**src/rtl/fetch_unit.sv**
```systemverilog
// IF stage of the rv32 pipeline: PC register, single-outstanding instruction fetch
// over a req/gnt/rvalid port, and the IF/ID pipeline register with redirect/stall handling.
module fetch_unit #(
  parameter logic [31:0] RESET_PC = 32'h0000_0000,
  parameter logic [31:0] NOP_INST = 32'h0000_0013
) (
  input  logic        clk,
  input  logic        rst_n,
  input  logic        PCSel_EX,
  input  logic [31:0] target_EX,
  input  logic        stall_ID,
  output logic        imem_req,
  output logic [31:0] imem_addr,
  input  logic        imem_gnt,
  input  logic        imem_rvalid,
  input  logic [31:0] imem_rdata,
  output logic        valid_ID,
  output logic [31:0] inst_ID,
  output logic [31:0] pc_ID,
  output logic [31:0] pc4_ID
);
  typedef enum logic [1:0] {S_REQ, S_WAIT, S_HOLD, S_DRAIN} state_t;

  state_t      state, state_d;
  logic [31:0] pc_q, pc_d, pc_fl, pc_fl_d;
  logic [31:0] hold_inst, hold_inst_d, hold_pc, hold_pc_d;
  logic        load;
  logic [31:0] load_inst, load_pc;
  logic        busy;

  assign imem_req  = rst_n && (state == S_REQ);
  assign imem_addr = pc_q;

  // A response will still arrive after this edge, so a redirect must drain it.
  assign busy = ((state == S_REQ) && imem_gnt) ||
                (((state == S_WAIT) || (state == S_DRAIN)) && !imem_rvalid);

  always_comb begin
    state_d     = state;
    pc_d        = pc_q;
    pc_fl_d     = pc_fl;
    hold_inst_d = hold_inst;
    hold_pc_d   = hold_pc;
    load        = 1'b0;
    load_inst   = hold_inst;
    load_pc     = hold_pc;
    case (state)
      S_REQ: if (imem_gnt) begin
        pc_fl_d = pc_q;
        pc_d    = pc_q + 32'd4;
        state_d = S_WAIT;
      end
      S_WAIT: if (imem_rvalid) begin
        if (stall_ID) begin
          hold_inst_d = imem_rdata;
          hold_pc_d   = pc_fl;
          state_d     = S_HOLD;
        end else begin
          load      = 1'b1;
          load_inst = imem_rdata;
          load_pc   = pc_fl;
          state_d   = S_REQ;
        end
      end
      S_HOLD: if (!stall_ID) begin
        load    = 1'b1;
        state_d = S_REQ;
      end
      S_DRAIN: if (imem_rvalid) state_d = S_REQ;
      default: state_d = S_REQ;
    endcase
    // Redirect overrides everything: new PC, drop held data, drain any owed response.
    if (PCSel_EX) begin
      pc_d        = target_EX & ~32'd3;
      state_d     = busy ? S_DRAIN : S_REQ;
      hold_inst_d = '0;
      hold_pc_d   = '0;
      load        = 1'b0;
    end
  end

  always_ff @(posedge clk or negedge rst_n) begin
    if (!rst_n) begin
      state     <= S_REQ;
      pc_q      <= RESET_PC;
      pc_fl     <= '0;
      hold_inst <= '0;
      hold_pc   <= '0;
    end else begin
      state     <= state_d;
      pc_q      <= pc_d;
      pc_fl     <= pc_fl_d;
      hold_inst <= hold_inst_d;
      hold_pc   <= hold_pc_d;
    end
  end

  always_ff @(posedge clk or negedge rst_n) begin
    if (!rst_n) begin
      valid_ID <= 1'b0;
      inst_ID  <= NOP_INST;
      pc_ID    <= '0;
      pc4_ID   <= '0;
    end else if (PCSel_EX) begin
      valid_ID <= 1'b0;
      inst_ID  <= NOP_INST;
      pc_ID    <= '0;
      pc4_ID   <= '0;
    end else if (load) begin
      valid_ID <= 1'b1;
      inst_ID  <= load_inst;
      pc_ID    <= load_pc;
      pc4_ID   <= load_pc + 32'd4;
    end else if (!stall_ID) begin
      valid_ID <= 1'b0;
      inst_ID  <= NOP_INST;
    end
  end

endmodule

```
**config.mk**
```make
export PLATFORM = sky130hd
export DESIGN_NAME = fetch_unit
export DESIGN_NICKNAME = d
export VERILOG_FILES = /design/src/rtl/fetch_unit.sv
export SDC_FILE = /design/constraint.sdc
export NUM_CORES = 1
export LEC_CHECK = 0
export ABC_AREA = 1
export CORE_AREA = 2 2 167 169
export DETAILED_ROUTE_END_ITERATION = 8
export DIE_AREA = 0 0 169 171
export PLACE_DENSITY_LB_ADDON = 0.2
export SYNTH_ARGS = -nofsm -noshare
export SYNTH_HDL_FRONTEND = slang
export SYNTH_SLANG_ARGS = --single-unit
```
**constraint.sdc**
```tcl
create_clock -name clk -period 2.9 [get_ports clk]
set_input_delay 0.29 -clock clk [delete_from_list [all_inputs] [get_ports clk]]
set_output_delay 0.29 -clock clk [all_outputs]
set_load 0.01 [all_outputs]
```
==> run_results.csv, run 1 <==
group,metric,value,unit
run_status,status,"finished, final reports clean",
pwr,pwr-share-seq,0.419,
detailed_routing,drt_iter0_drc,640,
timing,worst_pin_slew,0.8394,ns
timing,fin_crit_sh,0.8729,
worst_hold_path,hold_path.class,"in2async",
floorplan,start_util,0.3934,
timing,finalSetupViolCount,0,
timing,skew,0.009563,ns
yosys,synth_compound_area_frac,0.1198,
cts,cts_buffers,24,
global_routing,grt_antenna_before_repair,0,
yosys,synthTopCellsByArea,"dfrtp_1 (50%), nand2_1 (14%), o21ai_0 (6.1%)",
yosys,yosysSeqAreaShare,0.5102,
detailed_routing,wire_per_inst,15.84,microns
cts,insertion_delay,0.51,ns
detailed_routing,remaining_drc_errors,0,
layout,ff_latch_area,0.005484,sq mm
timing,rsz0062_at_grt,"false",
global_routing,grt_pass1_wl,48.89,mm
critical_path,cp-start-kind,"flip-flop",
critical_path,path_common_cell,"nand2_1",
global_routing,grt_use_met2,0.3321,
critical_path,slowest_delay,0.41,ns
yosys,synth-edff-count,0,
global_routing,grt-ovfl-total,0,
detailed_routing,drt-pass1-iter-count,5,
pwr,leakage,6.364,nW
critical_path,critPathCaptureType,"flip-flop",
pwr,sw_frac_of_total,0.3115,
timing,holdWs,0.2890,ns
global_routing,use_met1,0.2985,
yosys,ys_types,41,
layout,drive_gt1_frac,0.06520,
cts,clock_path_buffers,3,
pwr,power.density,653.0,mW/mm^2
yosys,syn-cell-area,0.01075,sq mm
critical_path,cp_slowest_cell,"dfrtp_1",
cts,cts_tree,"built",
pwr,clockPowerShare,0.367,
floorplan,die_w,169,microns
detailed_routing,via_per_inst,5.074,
place,dp_hpwl,20.48,mm
timing,fin_tns_setup,0,ns
job,maxCapViolations,0,
cts,clk_pin_slew_worst_paths,0.06,ns
floorplan,dieHeight,171,microns
yosys,synthCells,1350,
floorplan,core_area,0.02732,sq mm
floorplan,num_rows,61,
critical_path,cp_max_fo,23,
pwr,p_switching,2.843,mW
critical_path,worstPathArrival,2.92,ns
critical_path,ff2ff_setup_slack,0.37,ns
place,place_worst_setup_slack,0.2670,ns
timing,min_period,2.531,ns
yosys,synth_top_area_share,0.5029,
cts,htreeDepth,1,
critical_path,path_class,"reg2reg",
global_routing,grt.met3_usage,0.02892,
layout,n_antenna_cell,0,
layout,syn2layout_area_growth,30.03,%
cts,clock-sinks,219,
layout,finish.net_count,1607,
yosys,yosys.area.top_type,"dfrtp_1",
place,io_buffers,195,
floorplan,die_area,0.02890,sq mm
layout,multi_input_area,0.004357,sq mm
cts,post_cts_buffers,0,
pwr,intPower,6.283,mW
global_routing,grt_pass1_vias,9432,
yosys,synthAdderAreaFrac,0.006985,
yosys,synthFlopType,"dfrtp_1",
global_routing,grt_use_total,0.2082,
critical_path,path_cells,"inv_1 > ha_2 > nand2_4 > nor2_8 > buf_12 > nand2_1 > nand2_1 > nand2_1 > nor2_2 > nand2_2 > nor2_8 > nand3b_1 > nand2_1 > nand3_1",
timing,hold_viol_final,0,
global_routing,grt_max_degree,118,
yosys,synth.mux.area_fraction,0,
layout,final_cell_mix,"nand2_1 (407), dfrtp_1 (216), clkdlybuf4s50_1 (194)",
detailed_routing,routed_wl,30.01,mm
yosys,synth_xor_area_frac,0.01793,
yosys,synth_top_family_by_area,"simple AND/OR/NAND/NOR gates",
yosys,synth-simple-area-share,0.2573,
timing,fmax,395.0,MHz
yosys,avgSynthCellArea,7.961,sq um
critical_path,crit_required,3.29,ns
global_routing,grt-busiest-layer,"met2",
timing,drv_slew,0,
yosys,synth_warnings,0,
place,gp_congestion,0.8764,
timing,slew_headroom,0.4391,
pwr,combPwrFrac,0.214,
floorplan,io-pin-count,200,
layout,final_common_cell,"nand2_1",
yosys,synth-seq-cells,219,
detailed_routing,route.vias.total,9615,
layout,fillCellCount,2591,
detailed_routing,final_antenna_net_count,0,
timing,fin_ws,0.3685,ns
yosys,async_flop_share,1.000,
pwr,ir_drop,0.4365,mV
cts,cts_root_buffer,"clkbuf_16",
what timing repair did:
item | in CTS | in global routing
endpoints found under the setup margin | 0 | 4
hold buffers | 1 | 0
hold endpoints to repair | 51 | 0
resized for setup | 0 | 1
synthesized netlist by cell type, drive strengths merged (3+ instances only):
library cell / number
ha: 6
a32o: 20
buf: 21
dfrtp: 216
nor3: 8
o211ai: 10
clkbuf: 45
nor2: 95
nand2: 416
inv: 167
nand4: 15
nor4: 6
o221ai: 10
o21ai: 135
a21oi: 8
nand3: 109
xor2: 21
o22ai: 21
a31oi: 4
dfstp: 3
final cells by class:
type                    count  area share
clock buffers              33     0.05192
clock inverters            11     0.01128
inverters                 169     0.04539
multi-input cells         897      0.3117
flip-flops and latches    219      0.3924
well taps                 346     0.03098
repair buffers            220      0.1563
registers in the layout (all words and copies together) (netlist names):
register	count
valid_ID	1
pc_ID	31
pc4_ID	30
imem_addr	30
hold_inst	32
pc_fl	30
hold_pc	31
inst_ID	32
state	2
cell families after synthesis:
kind of cell               count (synthesis)
xor gates and xnor gates                  22
adders and majority gates                  6
and+or+nand+nor                          653
AOI/OAI and AO/OA                        214
other                                      1
buffers and inverters                    235
DFF                                      219
final timing paths:
path	startpoint	end	depth (start not counted)
min in group clk	target_EX[18]	imem_addr[18]	3
worst max-delay path	state[1]	pc4_ID[23]	14
worst min register to register	pc_ID[11]	pc_ID[11]	2
max in group asynchronous	rst_n	pc_ID[24]	3
worst max register to register	state[1]	pc4_ID[23]	14
worst min-delay path	rst_n	hold_inst[26]	2
critical path, delay by kind of cell (launching register included):
family | cells | cell delay, ns
flops | 1 | 0.41
simple gates | 11 | 1.46
buf+inv | 2 | 0.26
fa+ha+maj | 1 | 0.28
per-stage QoR:
stage	std cells	power (mW)	area, sq um	utilization
2_1_floorplan	1351	4.897	10750	-
3_3_place_gp	1850	5.775	13080	0.4787
3_5_place_dp	1850	5.815	13080	0.4787
4_1_cts	1895	9.195	13970	0.5114
5_1_grt	1895	9.625	13980	0.5115
6_report	1895	9.127	13980	0.5115
per-layer routing:
metal  up-vias  wire length, microns
li1       4717                     -
met1      4580                 14360
met2       271                 13580
met3        47                  1509
met4         0                   563
met5         -                     0
power by group through the flow:
stage / sequential (mW) / combinational [mW] / clock (mW)
after floorplan: 3.80 / 1.10 / 0
after global placement: 3.85 / 1.92 / 0
after detailed placement: 3.86 / 1.95 / 0
after CTS: 3.81 / 1.96 / 3.42
after global routing: 3.87 / 2.20 / 3.55
final: 3.83 / 1.95 / 3.35
(Power assumes the default switching activity.)
==> run 2: changes to the inputs <==
--- a/config.mk
+++ b/config.mk
@@ -10,6 +10,8 @@
 export DETAILED_ROUTE_END_ITERATION = 8
 export DIE_AREA = 0 0 169 171
 export PLACE_DENSITY_LB_ADDON = 0.2
+export SETUP_SLACK_MARGIN = 0.3
+export SKIP_LAST_GASP = 1
 export SYNTH_ARGS = -nofsm -noshare
 export SYNTH_HDL_FRONTEND = slang
 export SYNTH_SLANG_ARGS = --single-unit
==> run_results.csv, run 2 (synthesized netlist as in run 1, its figures left out) <==
group,metric,value,unit
run_status,status,"finished, final reports clean",
global_routing,grt-ovfl-total,0,
pwr,intPower,6.290,mW
layout,postLayoutCoreUtil,0.5127,
timing,fmax,410.6,MHz
global_routing,grt_pass1_vias,9435,
cts,clock_path_buffers,3,
detailed_routing,drt_iter0_drc,682,
detailed_routing,routed_wl,30.01,mm
timing,slew_headroom,0.4368,
timing,rsz0062_at_grt,"true",
layout,finish.net_count,1608,
critical_path,crit_required,3.29,ns
cts,htreeDepth,1,
cts,clk_pin_slew_worst_paths,0.06,ns
layout,fin_cells,1896,
timing,skew,0.01054,ns
floorplan,die_area,0.02890,sq mm
layout,n_antenna_cell,0,
cts,insertion_delay,0.51,ns
cts,cts_root_buffer,"clkbuf_16",
layout,largestRegisters,"hold_inst x32, inst_ID x32",
layout,ff_latch_area,0.005484,sq mm
cts,clock-sinks,219,
critical_path,cp_slowest_cell,"o21ai_0",
layout,final_common_cell,"nand2_1",
critical_path,path_cells,"inv_1 > ha_4 > nand3_2 > buf_4 > o21ai_0 > nand2_1 > nor2_1 > nand2_1 > nor2_1 > nand3_1 > nand3_1 > nand2_1",
floorplan,num_rows,61,
critical_path,slowest_delay,0.53,ns
global_routing,grt_max_degree,118,
worst_hold_path,hold_path.class,"in2async",
detailed_routing,remaining_drc_errors,0,
pwr,pwr-share-seq,0.418,
critical_path,cp-start-kind,"flip-flop",
layout,fillCellCount,2592,
cts,cts_tree,"built",
place,gp_congestion,0.8764,
detailed_routing,wire_per_inst,15.83,microns
pwr,sw_frac_of_total,0.3120,
place,dp_hpwl,20.48,mm
layout,multi_input_area,0.004382,sq mm
timing,worst_pin_slew,0.8428,ns
layout,syn2layout_area_growth,30.34,%
pwr,p_switching,2.853,mW
pwr,clockPowerShare,0.367,
critical_path,path_class,"reg2reg",
timing,min_period,2.435,ns
floorplan,io-pin-count,200,
timing,holdWs,0.2877,ns
floorplan,start_util,0.3934,
timing,finalSetupViolCount,0,
floorplan,die_w,169,microns
pwr,ir_drop,0.4365,mV
timing,fin_ws,0.4648,ns
critical_path,worstPathArrival,2.83,ns
timing,fin_tns_setup,0,ns
critical_path,cp_max_fo,19,
pwr,power.density,652.7,mW/mm^2
global_routing,grt_use_total,0.2082,
detailed_routing,route.vias.total,9597,
detailed_routing,via_per_inst,5.062,
place,place_worst_setup_slack,0.2670,ns
global_routing,grt_pass1_wl,48.90,mm
floorplan,dieHeight,171,microns
floorplan,core_area,0.02732,sq mm
place,place_inst,1850,
critical_path,path_buf_inv,2,
timing,fin_crit_sh,0.8397,
critical_path,critPathCaptureType,"flip-flop",
timing,drv_slew,0,
cts,cts_buffers,24,
critical_path,cp_top_family,"simple AND/OR/NAND/NOR gates",
pwr,combPwrFrac,0.215,
detailed_routing,drt-pass1-iter-count,5,
place,io_buffers,195,
layout,drive_gt1_frac,0.06710,
critical_path,path_common_cell,"nand2_1",
layout,final_cell_mix,"nand2_1 (407), dfrtp_1 (216), clkdlybuf4s50_1 (194)",
job,maxCapViolations,0,
pwr,leakage,6.371,nW
timing,hold_viol_final,0,
global_routing,grt_antenna_before_repair,0,
detailed_routing,final_antenna_net_count,0,
==> run 2: power groups by stage <==
stage / logic [mW] / registers [mW] / clock network (mW)
2_1_floorplan: 1.10 / 3.80 / 0
3_3_place_gp: 1.92 / 3.85 / 0
3_5_place_dp: 1.95 / 3.86 / 0
4_1_cts: 1.97 / 3.81 / 3.42
5_1_grt: 2.22 / 3.88 / 3.55
6_report: 1.96 / 3.82 / 3.36
==> run 2: worst paths after layout <==
| check | startpoint | end | cells after the start | slack [ns] |
|---|---|---|---|---|
| min reg2reg | pc_ID[11] | pc_ID[11] | 2 | 0.47 |
| min in group clk | target_EX[18] | imem_addr[18] | 3 | 0.35 |
| max reg2reg | state[1] | pc4_ID[31] | 12 | 0.46 |
| max | state[1] | pc4_ID[31] | 12 | 0.46 |
| max in group asynchronous | rst_n | pc_ID[24] | 3 | 1.61 |
| min | rst_n | hold_inst[26] | 2 | 0.29 |
==> run 2: final cells by class <==
class | count | area share
Multi-Input combinational cell | 897 | 0.3128
Clock buffer | 33 | 0.05180
Inverter | 169 | 0.04528
Tap cell | 346 | 0.03090
Timing Repair Buffer | 221 | 0.1565
Clock inverter | 11 | 0.01125
Sequential cell | 219 | 0.3915
==> run 2: timing repair <==
item | CTS | global route
buffers inserted | 0 | 1
pin swaps | 0 | 1
hold endpoints to repair | 51 | 0
hold buffers | 1 | 0
setup endpoints to repair | 4 | 34
resized for setup | 1 | 5
==> run 2: stage by stage <==
stage | instance area [sq um] | power, mW
finish | 14010 | 9.143
global route | 14010 | 9.643
CTS | 13980 | 9.198
detailed placement | 13080 | 5.815
global placement | 13080 | 5.775
floorplan | 10750 | 4.897
==> run 2: per-layer routing <==
| layer | track usage | wire, microns |
|---|---|---|
| met3 | 0.02892 | 1555 |
| met2 | 0.3320 | 13590 |
| met5 | 0 | 0 |
| met1 | 0.2986 | 14300 |
| met4 | 0.05686 | 568 |
==> run 2: worst register-to-register path, delay by kind of cell (launching register included) <==
| family | cells | cell delay, ns |
|---|---|---|
| simple gates | 8 | 0.81 |
| compound gates | 1 | 0.54 |
| flops | 1 | 0.41 |
| buf+inv | 2 | 0.36 |
| fa+ha+maj | 1 | 0.20 |
